**src/rtl/inst_fetch_unit_if.sv**
```systemverilog
// Fetch-stage bus: memory instruction port, redirect request and decode handshake.
interface inst_fetch_unit_if #(
  parameter int unsigned ADDR_W = 10,
  parameter int unsigned DATA_W = 16
);
  logic [ADDR_W-1:0] inst_addr;
  logic [DATA_W-1:0] inst_data;
  logic              redirect;
  logic [ADDR_W-1:0] redirect_pc;
  logic              out_valid;
  logic [DATA_W-1:0] out_instr;
  logic [ADDR_W-1:0] out_pc;
  logic              out_ready;

  // Fetch unit side
  modport master (
    output inst_addr,
    input  inst_data,
    input  redirect,
    input  redirect_pc,
    output out_valid,
    output out_instr,
    output out_pc,
    input  out_ready
  );

  // Memory / decode / controller side
  modport slave (
    input  inst_addr,
    output inst_data,
    output redirect,
    output redirect_pc,
    input  out_valid,
    input  out_instr,
    input  out_pc,
    output out_ready
  );
endinterface

```
**src/rtl/inst_fetch_unit.sv**
```systemverilog
// Instruction fetch: owns the PC, prefetches words into a small FIFO and
// hands them to decode; a redirect flushes the FIFO and reloads the PC.
module inst_fetch_unit #(
  parameter int unsigned ADDR_W   = 10,
  parameter int unsigned DATA_W   = 16,
  parameter int unsigned DEPTH    = 2,
  parameter int unsigned RESET_PC = 0
) (
  input  logic                clk,
  input  logic                rst,
  inst_fetch_unit_if.master   bus
);

  localparam int unsigned PTR_W = (DEPTH > 1) ? $clog2(DEPTH) : 1;
  localparam int unsigned CNT_W = $clog2(DEPTH + 1);

  logic [ADDR_W-1:0] r_pc;
  logic [PTR_W-1:0]  r_rd_ptr;
  logic [PTR_W-1:0]  r_wr_ptr;
  logic [CNT_W-1:0]  r_count;
  logic [ADDR_W-1:0] r_fifo_pc    [DEPTH];
  logic [DATA_W-1:0] r_fifo_instr [DEPTH];

  logic w_valid;
  logic w_pop;
  logic w_push;

  // Handshake qualifiers; a full FIFO still fetches when the head leaves
  always_comb begin
    w_valid = (r_count != '0);
    w_pop   = w_valid & bus.out_ready & ~bus.redirect;
    w_push  = ~bus.redirect & ((r_count < CNT_W'(DEPTH)) | w_pop);
  end

  assign bus.inst_addr = r_pc;
  assign bus.out_valid = w_valid;
  assign bus.out_pc    = r_fifo_pc[r_rd_ptr];
  assign bus.out_instr = r_fifo_instr[r_rd_ptr];

  // PC, pointers and occupancy; reset beats redirect, redirect beats fetch
  always_ff @(posedge clk) begin
    if (rst) begin
      r_pc     <= ADDR_W'(RESET_PC);
      r_rd_ptr <= '0;
      r_wr_ptr <= '0;
      r_count  <= '0;
    end else if (bus.redirect) begin
      r_pc     <= bus.redirect_pc;
      r_rd_ptr <= '0;
      r_wr_ptr <= '0;
      r_count  <= '0;
    end else begin
      if (w_push) begin
        r_pc     <= r_pc + ADDR_W'(1);
        r_wr_ptr <= r_wr_ptr + PTR_W'(1);
      end
      if (w_pop) begin
        r_rd_ptr <= r_rd_ptr + PTR_W'(1);
      end
      case ({w_push, w_pop})
        2'b10:   r_count <= r_count + CNT_W'(1);
        2'b01:   r_count <= r_count - CNT_W'(1);
        default: r_count <= r_count;
      endcase
    end
  end

  // FIFO storage; contents need no reset since out_valid gates them
  always_ff @(posedge clk) begin
    if (!rst && w_push) begin
      r_fifo_pc[r_wr_ptr]    <= r_pc;
      r_fifo_instr[r_wr_ptr] <= bus.inst_data;
    end
  end

endmodule

```
**src/flat_wrapper.sv**
```systemverilog
// flat-port wrapper written by rule: the top's interface ports become plain ports
module inst_fetch_unit_flat 
#(
  parameter int unsigned ADDR_W   = 10,
  parameter int unsigned DATA_W   = 16,
  parameter int unsigned DEPTH    = 2,
  parameter int unsigned RESET_PC = 0
)
  (clk, rst, bus_inst_addr, bus_inst_data, bus_redirect, bus_redirect_pc, bus_out_valid, bus_out_instr, bus_out_pc, bus_out_ready);
  inst_fetch_unit_if #(.ADDR_W(ADDR_W), .DATA_W(DATA_W)) bus_i ();
  input  logic clk;
  input  logic rst;
  output wire logic [$bits(bus_i.inst_addr)-1:0] bus_inst_addr;
  input wire logic [$bits(bus_i.inst_data)-1:0] bus_inst_data;
  input wire logic [$bits(bus_i.redirect)-1:0] bus_redirect;
  input wire logic [$bits(bus_i.redirect_pc)-1:0] bus_redirect_pc;
  output wire logic [$bits(bus_i.out_valid)-1:0] bus_out_valid;
  output wire logic [$bits(bus_i.out_instr)-1:0] bus_out_instr;
  output wire logic [$bits(bus_i.out_pc)-1:0] bus_out_pc;
  input wire logic [$bits(bus_i.out_ready)-1:0] bus_out_ready;
  assign bus_inst_addr = bus_i.inst_addr;
  assign bus_i.inst_data = bus_inst_data;
  assign bus_i.redirect = bus_redirect;
  assign bus_i.redirect_pc = bus_redirect_pc;
  assign bus_out_valid = bus_i.out_valid;
  assign bus_out_instr = bus_i.out_instr;
  assign bus_out_pc = bus_i.out_pc;
  assign bus_i.out_ready = bus_out_ready;
  inst_fetch_unit #(.ADDR_W(ADDR_W), .DATA_W(DATA_W), .DEPTH(DEPTH), .RESET_PC(RESET_PC)) u_core (.clk(clk), .rst(rst), .bus(bus_i));
endmodule
```
**config.mk**
```make
export PLATFORM = sky130hd
export DESIGN_NAME = inst_fetch_unit_flat
export DESIGN_NICKNAME = d
export VERILOG_FILES = /design/src/rtl/inst_fetch_unit_if.sv /design/src/rtl/inst_fetch_unit.sv /design/src/flat_wrapper.sv
export SDC_FILE = /design/constraint.sdc
export NUM_CORES = 1
export LEC_CHECK = 0
export ABC_AREA = 1
export CAP_MARGIN = 10
export CORE_AREA = 2 2 78 80
export CTS_CLUSTER_SIZE = 10
export DETAILED_ROUTE_END_ITERATION = 10
export DIE_AREA = 0 0 80 82
export GPL_TIMING_DRIVEN = 0
export PLACE_DENSITY = 0.79
export SLEW_MARGIN = 30
export SYNTH_ARGS = -nofsm -noshare
export SYNTH_HDL_FRONTEND = slang
export SYNTH_SLANG_ARGS = --single-unit
```
**constraint.sdc**
```tcl
create_clock -name clk -period 4.78 [get_ports clk]
set_input_delay 0.478 -clock clk [delete_from_list [all_inputs] [get_ports clk]]
set_output_delay 0.478 -clock clk [all_outputs]
set_load 0.03 [all_outputs]
```
== Word level (Yosys, flattened, before mapping) ==
Memories as Yosys holds them, arrays and structs flattened. A register that Yosys moved wholly into a read port is not among the register bits.
Index checks and enable logic that the tools add are counted.
W data, S select, Z words.
Word-level totals
  register bits after elaboration: 14
  ROM bits: 0
  output and inout bits: 37
  bits in latches: 0
  memories kept: 2
  bits in writable memories: 52
  input port bits: 30
  logic and storage cells: 34
Memories
  u_core.r_fifo_instr: depth 2, bits a word 16, read ports 1, clocked after memory_dff 1, write ports 1, RTL line inst_fetch_unit.sv:22  | logic [DATA_W-1:0] r_fifo_instr [DEPTH];
  u_core.r_fifo_pc: depth 2, bits a word 10, read ports 1, clocked after memory_dff 1, write ports 1, RTL line inst_fetch_unit.sv:21  | logic [ADDR_W-1:0] r_fifo_pc [DEPTH];
Operators by class
  shift-type cells: 0
  muxes and demuxes: 9
  div/mod/pow operators: 0
  add/subtract/negate cells: 5
  $lt $le $gt $ge: 1
  $mul: 0
  equal/unequal tests: 2
  reductions and logical operators: 6
  bitwise logic cells: 5
Operators with widths (count)
  $mux W10: 2
  $add A10 B1 Y10 const B: 1
  $mux W1: 6
  $reduce_bool A2 Y1: 3
  $pmux W2 S2: 1
  $and A1 B1 Y1: 3
  $add A1 B1 Y1 const B: 2
  $add A2 B1 Y2 const B: 1
  $eq A2 B1 Y1 const B: 1
  $eq A2 B2 Y1 const B: 1
  $lt A2 B2 Y1 const B: 1
  $reduce_or A2 Y1: 1
  $sub A2 B1 Y2 const B: 1
  $logic_and A1 B1 Y1: 1
  $logic_not A1 Y1: 1
  $not A1 Y1: 1
  $or A1 B1 Y1: 1

== Longest topological paths before layout ==
  word-level depth: 8
  mapped depth: 10
  gate-level depth less buffers: 10

== Least setup slack after synthesis ==
Ideal clock, no wire load.
  path type: register -> register
  start point: register u_core.r_count[1]
  end point: memory u_core.r_fifo_instr[0][0] (enable)
  path slack: 1.629 ns
  library setup time: 0.442 ns
  required time: 4.338 ns
  stages on the path, launching flop included: 7
  clock period less this slack: 3.151 ns
  buffers on the path: 0
  arrival time: 2.709 ns
  cells stage by stage: dfxtp_1 > inv_1 > nand2_2 > nand3_1 > nand2_1 > inv_1 > nor3_1
Between the ends
  cells in the longest elaborated chain, start to end: 8
  elaborated cells on any way between the ends: 9
  classes of those cells: order compare (1); mux (2); bitwise (4); reduce/logical (2)
RTL lines
  start, declared: RTL line inst_fetch_unit.sv:20  | logic [CNT_W-1:0] r_count;
  start signal, assigned: RTL line inst_fetch_unit.sv:61  | 2'b10: r_count <= r_count + CNT_W'(1);
  start signal, assigned: RTL line inst_fetch_unit.sv:62  | 2'b01: r_count <= r_count - CNT_W'(1);
  start signal, assigned: RTL line inst_fetch_unit.sv:63  | default: r_count <= r_count;
  $reduce_bool A2 Y1: RTL line inst_fetch_unit.sv:30  | w_valid = (r_count != '0);
  via bus_out_valid: RTL line flat_wrapper.sv:17  | output wire logic [$bits(bus_i.out_valid)-1:0] bus_out_valid;
  $and A1 B1 Y1 (2 in a row): RTL line inst_fetch_unit.sv:31  | w_pop = w_valid & bus.out_ready & ~bus.redirect;
  $or A1 B1 Y1: RTL line inst_fetch_unit.sv:32  | w_push = ~bus.redirect & ((r_count < CNT_W'(DEPTH)) | w_pop);
  $and A1 B1 Y1: RTL line inst_fetch_unit.sv:32
  $logic_and A1 B1 Y1: RTL line inst_fetch_unit.sv:70  | if (!rst && w_push) begin
  $mux W1: RTL line inst_fetch_unit.sv:70
  $mux W1 (not written as such): RTL line inst_fetch_unit.sv:72  | r_fifo_instr[r_wr_ptr] <= bus.inst_data;
  end, declared: RTL line inst_fetch_unit.sv:22
The timed path passes the listed nets, and every way through them passes these cells.

==> results by stage <==
Route:
- The via total after detailed routing is 1907.
- After detailed routing, the total wire length is 5191 µm.
- Using the TritonRoute via totals, the vias-per-cell ratio works out to 5.005.
- In the final routed layout, each cell accounts on average for 13.62 µm.
- The number of design-rule violations left by the first detailed-router iteration is 86.
- The number of nets still failing antenna checks after routing is 0.
- The number of optimization iterations in the first detailed-route pass is 4.
- For this run, design rule violations remaining after detail routing come to 0.

STA:
- The maximum clock rate is 386.2 MHz.
- The number of failing hold endpoints at the final stage was 0.
- Headroom to the max-slew limit came out at 0.5591.
- At the pin with the least slew margin, the transition time is 657.8 ps.
- Of the available clock period, the critical path in the final layout requires 0.5417.
- Counting I/O delays and the setup requirement, the final critical path takes 2589 ps.
- Summed over all failing endpoints, the final setup total negative slack is 0 ps.
- The final number of setup-violating endpoints is 0.
- Setup repair after global routing left no endpoint under its margin.
- The worst hold slack is 373.3 ps.
- Between clock sinks in the finished design, the worst skew comes to 7.420 ps.
- The max-slew violation count is 0.

Clock tree:
- The hold buffer count at CTS is 0.
- Counting along the longest clock path gives a buffer depth of 2.
- The CTS tree is built.
- After clock tree synthesis, the repair step resized 0 gates.
- The clock net in this run drives a total of 67 sinks.
- The clock-pin slew on the worst setup and hold paths is 70 ps.
- The number of levels in the clock H-tree is 3.
- The number of buffers created by CTS is 9.
- In this run the post-CTS setup repair buffer count came out at 0.
- The insertion delay to the later sink of the worst-skew pair is 330 ps.
- Clock tree synthesis selected as its root buffer the cell sky130_fd_sc_hd__clkbuf_8.

Critical path:
- The required time of the critical path is 4300 ps.
- The element type at the critical path start is a flip-flop.
- Setup slack on the worst reg-to-reg path comes out at 2700 ps.
- The critical path in this run is classified as reg2out.
- The signal arrival time at the worst endpoint is 2110 ps.
- The critical path capture point type is a primary output.
- The maximum net fanout on the critical path is 10.

Floorplanning:
- For this design the top-level I/O count stands at 67.
- The die is 82 µm tall.
- The core region area is 5746 µm².
- The overall die width is 80 µm.
- For this configuration, the core starts out at a cell density of 0.4830.
- The initialized floorplan defines 28 standard-cell rows.
- The floorplan step defined a die boundary enclosing 6560 µm².

GRT:
- The largest net degree at the start of global routing is 12.
- The number of antenna violations at the first check in global routing is 0.
- Global routing finished with a remaining overflow of 0.
- The number of global-route vias before repair is 1819.
- The global-route wire length before repair is 8280 µm.
- The global-route usage over all layers is 0.1702.

Power:
- The largest voltage drop on the vdd net is 0.2772 mV.
- Summing internal, switching and leakage power gives 1260 µW.
- Summed over all cells, the static leakage comes to 0.001405 µW.
- In this run the power density over the cells is 334.0 nW/µm².

Synth:
- In this run, distinct cell masters in the synthesized netlist total 27.
- The synthesized area per cell is 12.61 µm².
- The Yosys step of the flow raised 0 warnings.
- Synthesis produced 220 cells.
- The post-synth net total is 252.
- The share of the Yosys chip area taken by registers is 0.6709.
- The summed instance area of the synthesized netlist is 2775 µm².
- The flip-flop and latch count after synthesis is 67.

Placement:
- Port buffering added 65 buffers.
- The post-DP HPWL is 3703 µm.
- Routability-driven placement finished with a final weighted congestion of 0.7904.

Status:
- The flow ran to the end, and the final reports show no timing, DRC or antenna violations.

Final layout:
- The layout has 458 filler cells.
- The top cell types in the final layout, fill and taps aside, are sky130_fd_sc_hd__clkdlybuf4s50_1, sky130_fd_sc_hd__edfxtp_1, sky130_fd_sc_hd__nand2_1.
- For this run, the share of the core covered by cells in the final layout is 0.6564.
- The area growth from synthesis to layout is 35.89%.
- The net count of the finished layout is 334.
- Of the cells placed in the final design, the portion with a size suffix greater than 1 is 0.2092.
- The leading cell type in the layout, fill and taps excluded is sky130_fd_sc_hd__clkdlybuf4s50_1.
- The number of diodes added for antenna fixing is 0.

Hold path:
- The worst min-delay path class is in2reg.

Job:
- The tool flagged a number of max-cap violations equal to 0.
## final cells by class
cell class | instances | area [µm²] | area share
Multi-Input combinational cell | 121 | 785.8 | 0.2084
Inverter | 25 | 93.84 | 0.02488
Buffer | 7 | 43.79 | 0.01161
Sequential cell | 67 | 1862 | 0.4937
Tap cell | 75 | 93.84 | 0.02488
Timing Repair Buffer | 71 | 710.7 | 0.1885
Clock buffer | 9 | 123.9 | 0.03285
Clock inverter | 6 | 57.56 | 0.01526
## synth_stat cells
master	n	share of area
sky130_fd_sc_hd__a21oi_1	12	0.022
sky130_fd_sc_hd__or2_2	1	0.0023
sky130_fd_sc_hd__buf_6	1	0.0041
sky130_fd_sc_hd__nand2_4	1	0.0041
sky130_fd_sc_hd__nand2_1	30	0.041
sky130_fd_sc_hd__o21ai_0	9	0.016
sky130_fd_sc_hd__inv_1	24	0.032
sky130_fd_sc_hd__edfxtp_1	52	0.56
sky130_fd_sc_hd__nor2_1	9	0.012
sky130_fd_sc_hd__mux2_2	26	0.11
sky130_fd_sc_hd__nor2_2	1	0.0023
sky130_fd_sc_hd__ha_1	2	0.0090
sky130_fd_sc_hd__xor2_1	2	0.0063
sky130_fd_sc_hd__buf_4	1	0.0027
sky130_fd_sc_hd__nand3_1	12	0.022
sky130_fd_sc_hd__nor3_1	2	0.0036
sky130_fd_sc_hd__dfxtp_1	15	0.11
sky130_fd_sc_hd__inv_2	1	0.0014
sky130_fd_sc_hd__a31oi_1	4	0.0090
sky130_fd_sc_hd__o21ai_1	3	0.0054
sky130_fd_sc_hd__buf_2	4	0.0072
sky130_fd_sc_hd__nand3_2	1	0.0036
sky130_fd_sc_hd__o21ai_2	2	0.0063
sky130_fd_sc_hd__nand4_1	2	0.0045
sky130_fd_sc_hd__nand2_2	1	0.0023
sky130_fd_sc_hd__clkbuf_2	1	0.0018
sky130_fd_sc_hd__xnor2_1	1	0.0032
## report_power, final
group          internal [µW]  leakage, µW  switching (µW)  total, µW
clock network            234    0.0000946             198        432
registers                652     0.000606            14.7        667
logic                   76.6     0.000704            84.0        161
## path summary, 6_finish.rpt
check / from / to / cells past startpoint
max: flip-flop / bus_out_pc[4] / 4
min: rst / u_core.bus.inst_addr[9] / 2
max reg2reg: u_core.r_count[1] / u_core.r_fifo_instr[1][12] / 8
min reg2reg: u_core.r_rd_ptr / u_core.r_rd_ptr / 2
## critical path, cell delays in order (launching register included)
cell and delay (ps):
sky130_fd_sc_hd__dfxtp_1 300, sky130_fd_sc_hd__buf_2 210, sky130_fd_sc_hd__buf_2 300, sky130_fd_sc_hd__mux2_2 370, sky130_fd_sc_hd__clkdlybuf4s50_1 600
## flip-flops by register name (all words and copies together) (netlist names), named ones only
| signal | count |
|---|---|
| u_core.r_fifo_instr | 32 |
| u_core.r_fifo_pc | 20 |
| u_core.bus.inst_addr | 10 |
| u_core.r_count | 2 |
| u_core.r_rd_ptr | 1 |
| u_core.r_wr_ptr | 1 |
## stage by stage
step / instance area [µm²] / instances / setup WS, ps
floorplan: 2775 / 220 / 1629
global placement: 3520 / 360 / -159.8
detailed placement: 3590 / 366 / 1954
CTS: 3771 / 381 / 2150
global route: 3771 / 381 / 2074
finish: 3771 / 381 / 2191
## cells by family after synthesis
kind of cell	synth area share
and+or+nand+nor	0.09694
muxes	0.1055
buffers and inverters	0.04959
AOI/OAI and AO/OA	0.05861
adders and majority gates	0.009016
DFF	0.6709
xor gates and xnor gates	0.009470
## routing by layer
layer	share of wire	vias up	routed length [µm]	GRT usage
li1	-	935	-	-
met1	0.42	900	2168	0.1984
met4	0.0037	0	19	0.05763
met5	0	-	0	0
met2	0.50	70	2588	0.2900
met3	0.080	2	415	0.06484
(Power assumes the default switching activity.)
==> RTL change, RTL diff (same flow settings) <==
Make the reset (`rst`) asynchronous in one clocked block.
--- a/src/rtl/inst_fetch_unit.sv
+++ b/src/rtl/inst_fetch_unit.sv
@@ -38,7 +38,7 @@
   assign bus.out_instr = r_fifo_instr[r_rd_ptr];
 
   // PC, pointers and occupancy; reset beats redirect, redirect beats fetch
-  always_ff @(posedge clk) begin
+  always_ff @(posedge clk or posedge rst) begin
     if (rst) begin
       r_pc     <= ADDR_W'(RESET_PC);
       r_rd_ptr <= '0;
Check against the original RTL: differs if rst is asserted again (counterexample within 4 cycles, from zero or initial values and one cycle with rst high); with rst held inactive, the same outputs for 10 cycles.
==> RTL change against the original RTL <==
- total power rose by 17%
- core utilization fell by 0.15 points
- area after synthesis fell by 0.41%
- critical path depth rose by 2
- sequential cell count fell by 1
- setup slack got worse by 0.010 ns
- routed wire length rose by 3.8%
- die area did not move
- design area fell by 0.23%
- largest power group unchanged
- highest routed layer unchanged
==> RTL change: results (changes against the original RTL) <==
Status = completed
Met1 usage = 0.205 (+0.00628)
GR Util met2 = 0.309 (+0.0192)
Tot GR Track Use = 0.176 (+0.00620)
Relative slew slack = 0.587 (+0.0279)
Avg Cell Area, Syn = 10.6 sq um (-16%)
# nets final = 372 (+11%)
Clk_lat worst skew = 0.33 ns (about the same)
Finished Layout Cells = 421 (+10%)
Antenna fix cells = 0 (unchanged)
Leakage = 1.58 nW (+12%)
Reg-to-reg setup timing slack = 3.02 ns (+0.32 ns)
Largest net degree at the start of global routing = 16 (+4)
DR vias/cell = 4.78 (-4.6%)
Final hold slack = 0.347 ns (-0.0266 ns)
Share of layout cells above drive strength 1 = 0.104 (-0.105)
First-pass GRT wire length = 8480 um (+2.4%)
Synth top cells by count = nand2_1 (124), edfxtp_1 (52), dfrtp_1 (14), inv_1 (14), nand3_1 (10)
Vias in the first global route = 1,852 (+1.8%)
Post-synth top flop = edfxtp_1
Ranking of synthesized cells by area = edfxtp_1 (56%), nand2_1 (17%), dfrtp_1 (13%), inv_1 (1.9%), nand3_1 (1.8%)
Dpl ws = 2.24 ns (+0.289 ns)
Cell internal pwr = 1.08 mW (+12%)
Routability cong. = 0.859 (+8.7%)
1st-pass router iterations = 4 (unchanged)
DR iter-0 viols = 107 (+24%)
Ys async rst share = 0.212 (+0.212)
Mapped Nets = 292 (+16%)
Placed Area = 3560 sq um (-0.87%)
Placed Cells = 405 (+11%)
Clk_skew = 0.00766 ns (+0.000245 ns)
VDD IR max = 0.000217 V (-22%)
Final Cycle Share = 0.544 (+0.00213)
Post-synthesis sequential area ratio = 0.692 (+0.0208)
Clock slew at reported path FFs = 0.07 ns (about the same)
Met3 usage = 0.0341 (-0.0308)
Routed len/inst = 12.8 um (-6.1%)
DP HPWL = 3750 um (+1.2%)
RTL change: cell count changes after synthesis, moves of 3 or more:
cell,change
dfxtp_1,-15
a21oi_1,-10
inv_1,-10
a31oi_1,-4
o21ai_0,-5
mux2_2,-26
dfrtp_1,+14
nand2_1,+94
or2_2,+4
nor2_1,-3
RTL change: logic make-up after synthesis:
| family | synth area share |
|---|---|
| compound gates | 0.0349 |
| fa+ha+maj | 0.00453 |
| buf+inv | 0.0403 |
| xor+xnor | 0.00951 |
| simple gates | 0.219 |
| flops | 0.692 |
RTL change: worst paths after layout:
check,from,to,cells after the start
max,u_core.r_rd_ptr$_DFFE_PP0P_,bus_out_instr[9],6
min,bus_redirect,u_core.r_count[1]$_DFFE_PP0P_,2
max reg2reg,u_core.r_count[1]$_DFFE_PP0P_,u_core.r_fifo_instr[0][2]$_DFFE_PP_,5
min reg2reg,u_core.r_wr_ptr$_DFFE_PP0P_,u_core.r_wr_ptr$_DFFE_PP0P_,1
max in group asynchronous,rst,u_core.bus.inst_addr[8]$_DFFE_PP0P_,2
min in group asynchronous,rst,u_core.r_count[1]$_DFFE_PP0P_,2
RTL change: area by class of cell:
type / count / area [sq um]
clock inverter: 4 / 68.8
tap: 75 / 93.8
fill: 467 / 1980
sequential: 66 / 1910
clock buffer: 12 / 135
multi-input combinational: 170 / 753
buffer: 8 / 47.5
inverter: 17 / 63.8
timing repair buffer: 69 / 688
RTL change: power by group through the flow:
stage                     Sequential, mW  Clock [mW]  Combinational (mW)
after floorplan                    0.726           0               0.144
after global placement             0.708           0               0.286
after detailed placement           0.709           0               0.295
after CTS                          0.698       0.494               0.296
after global routing               0.703       0.513               0.317
final                              0.698       0.485               0.292
RTL change: critical path, cell delays in order, from the launching register on:
cell and delay, ns:
dfrtp_1 0.35, buf_2 0.18, inv_2 0.17, buf_2 0.27
nand2_1 0.08, nand2_1 0.08, clkdlybuf4s50_1 0.66
RTL change: routing by layer:
layer,part of all wire,routed length (um)
met4,0.019,103
met5,0,0
met3,0.068,366
met2,0.51,2720
met1,0.41,2200
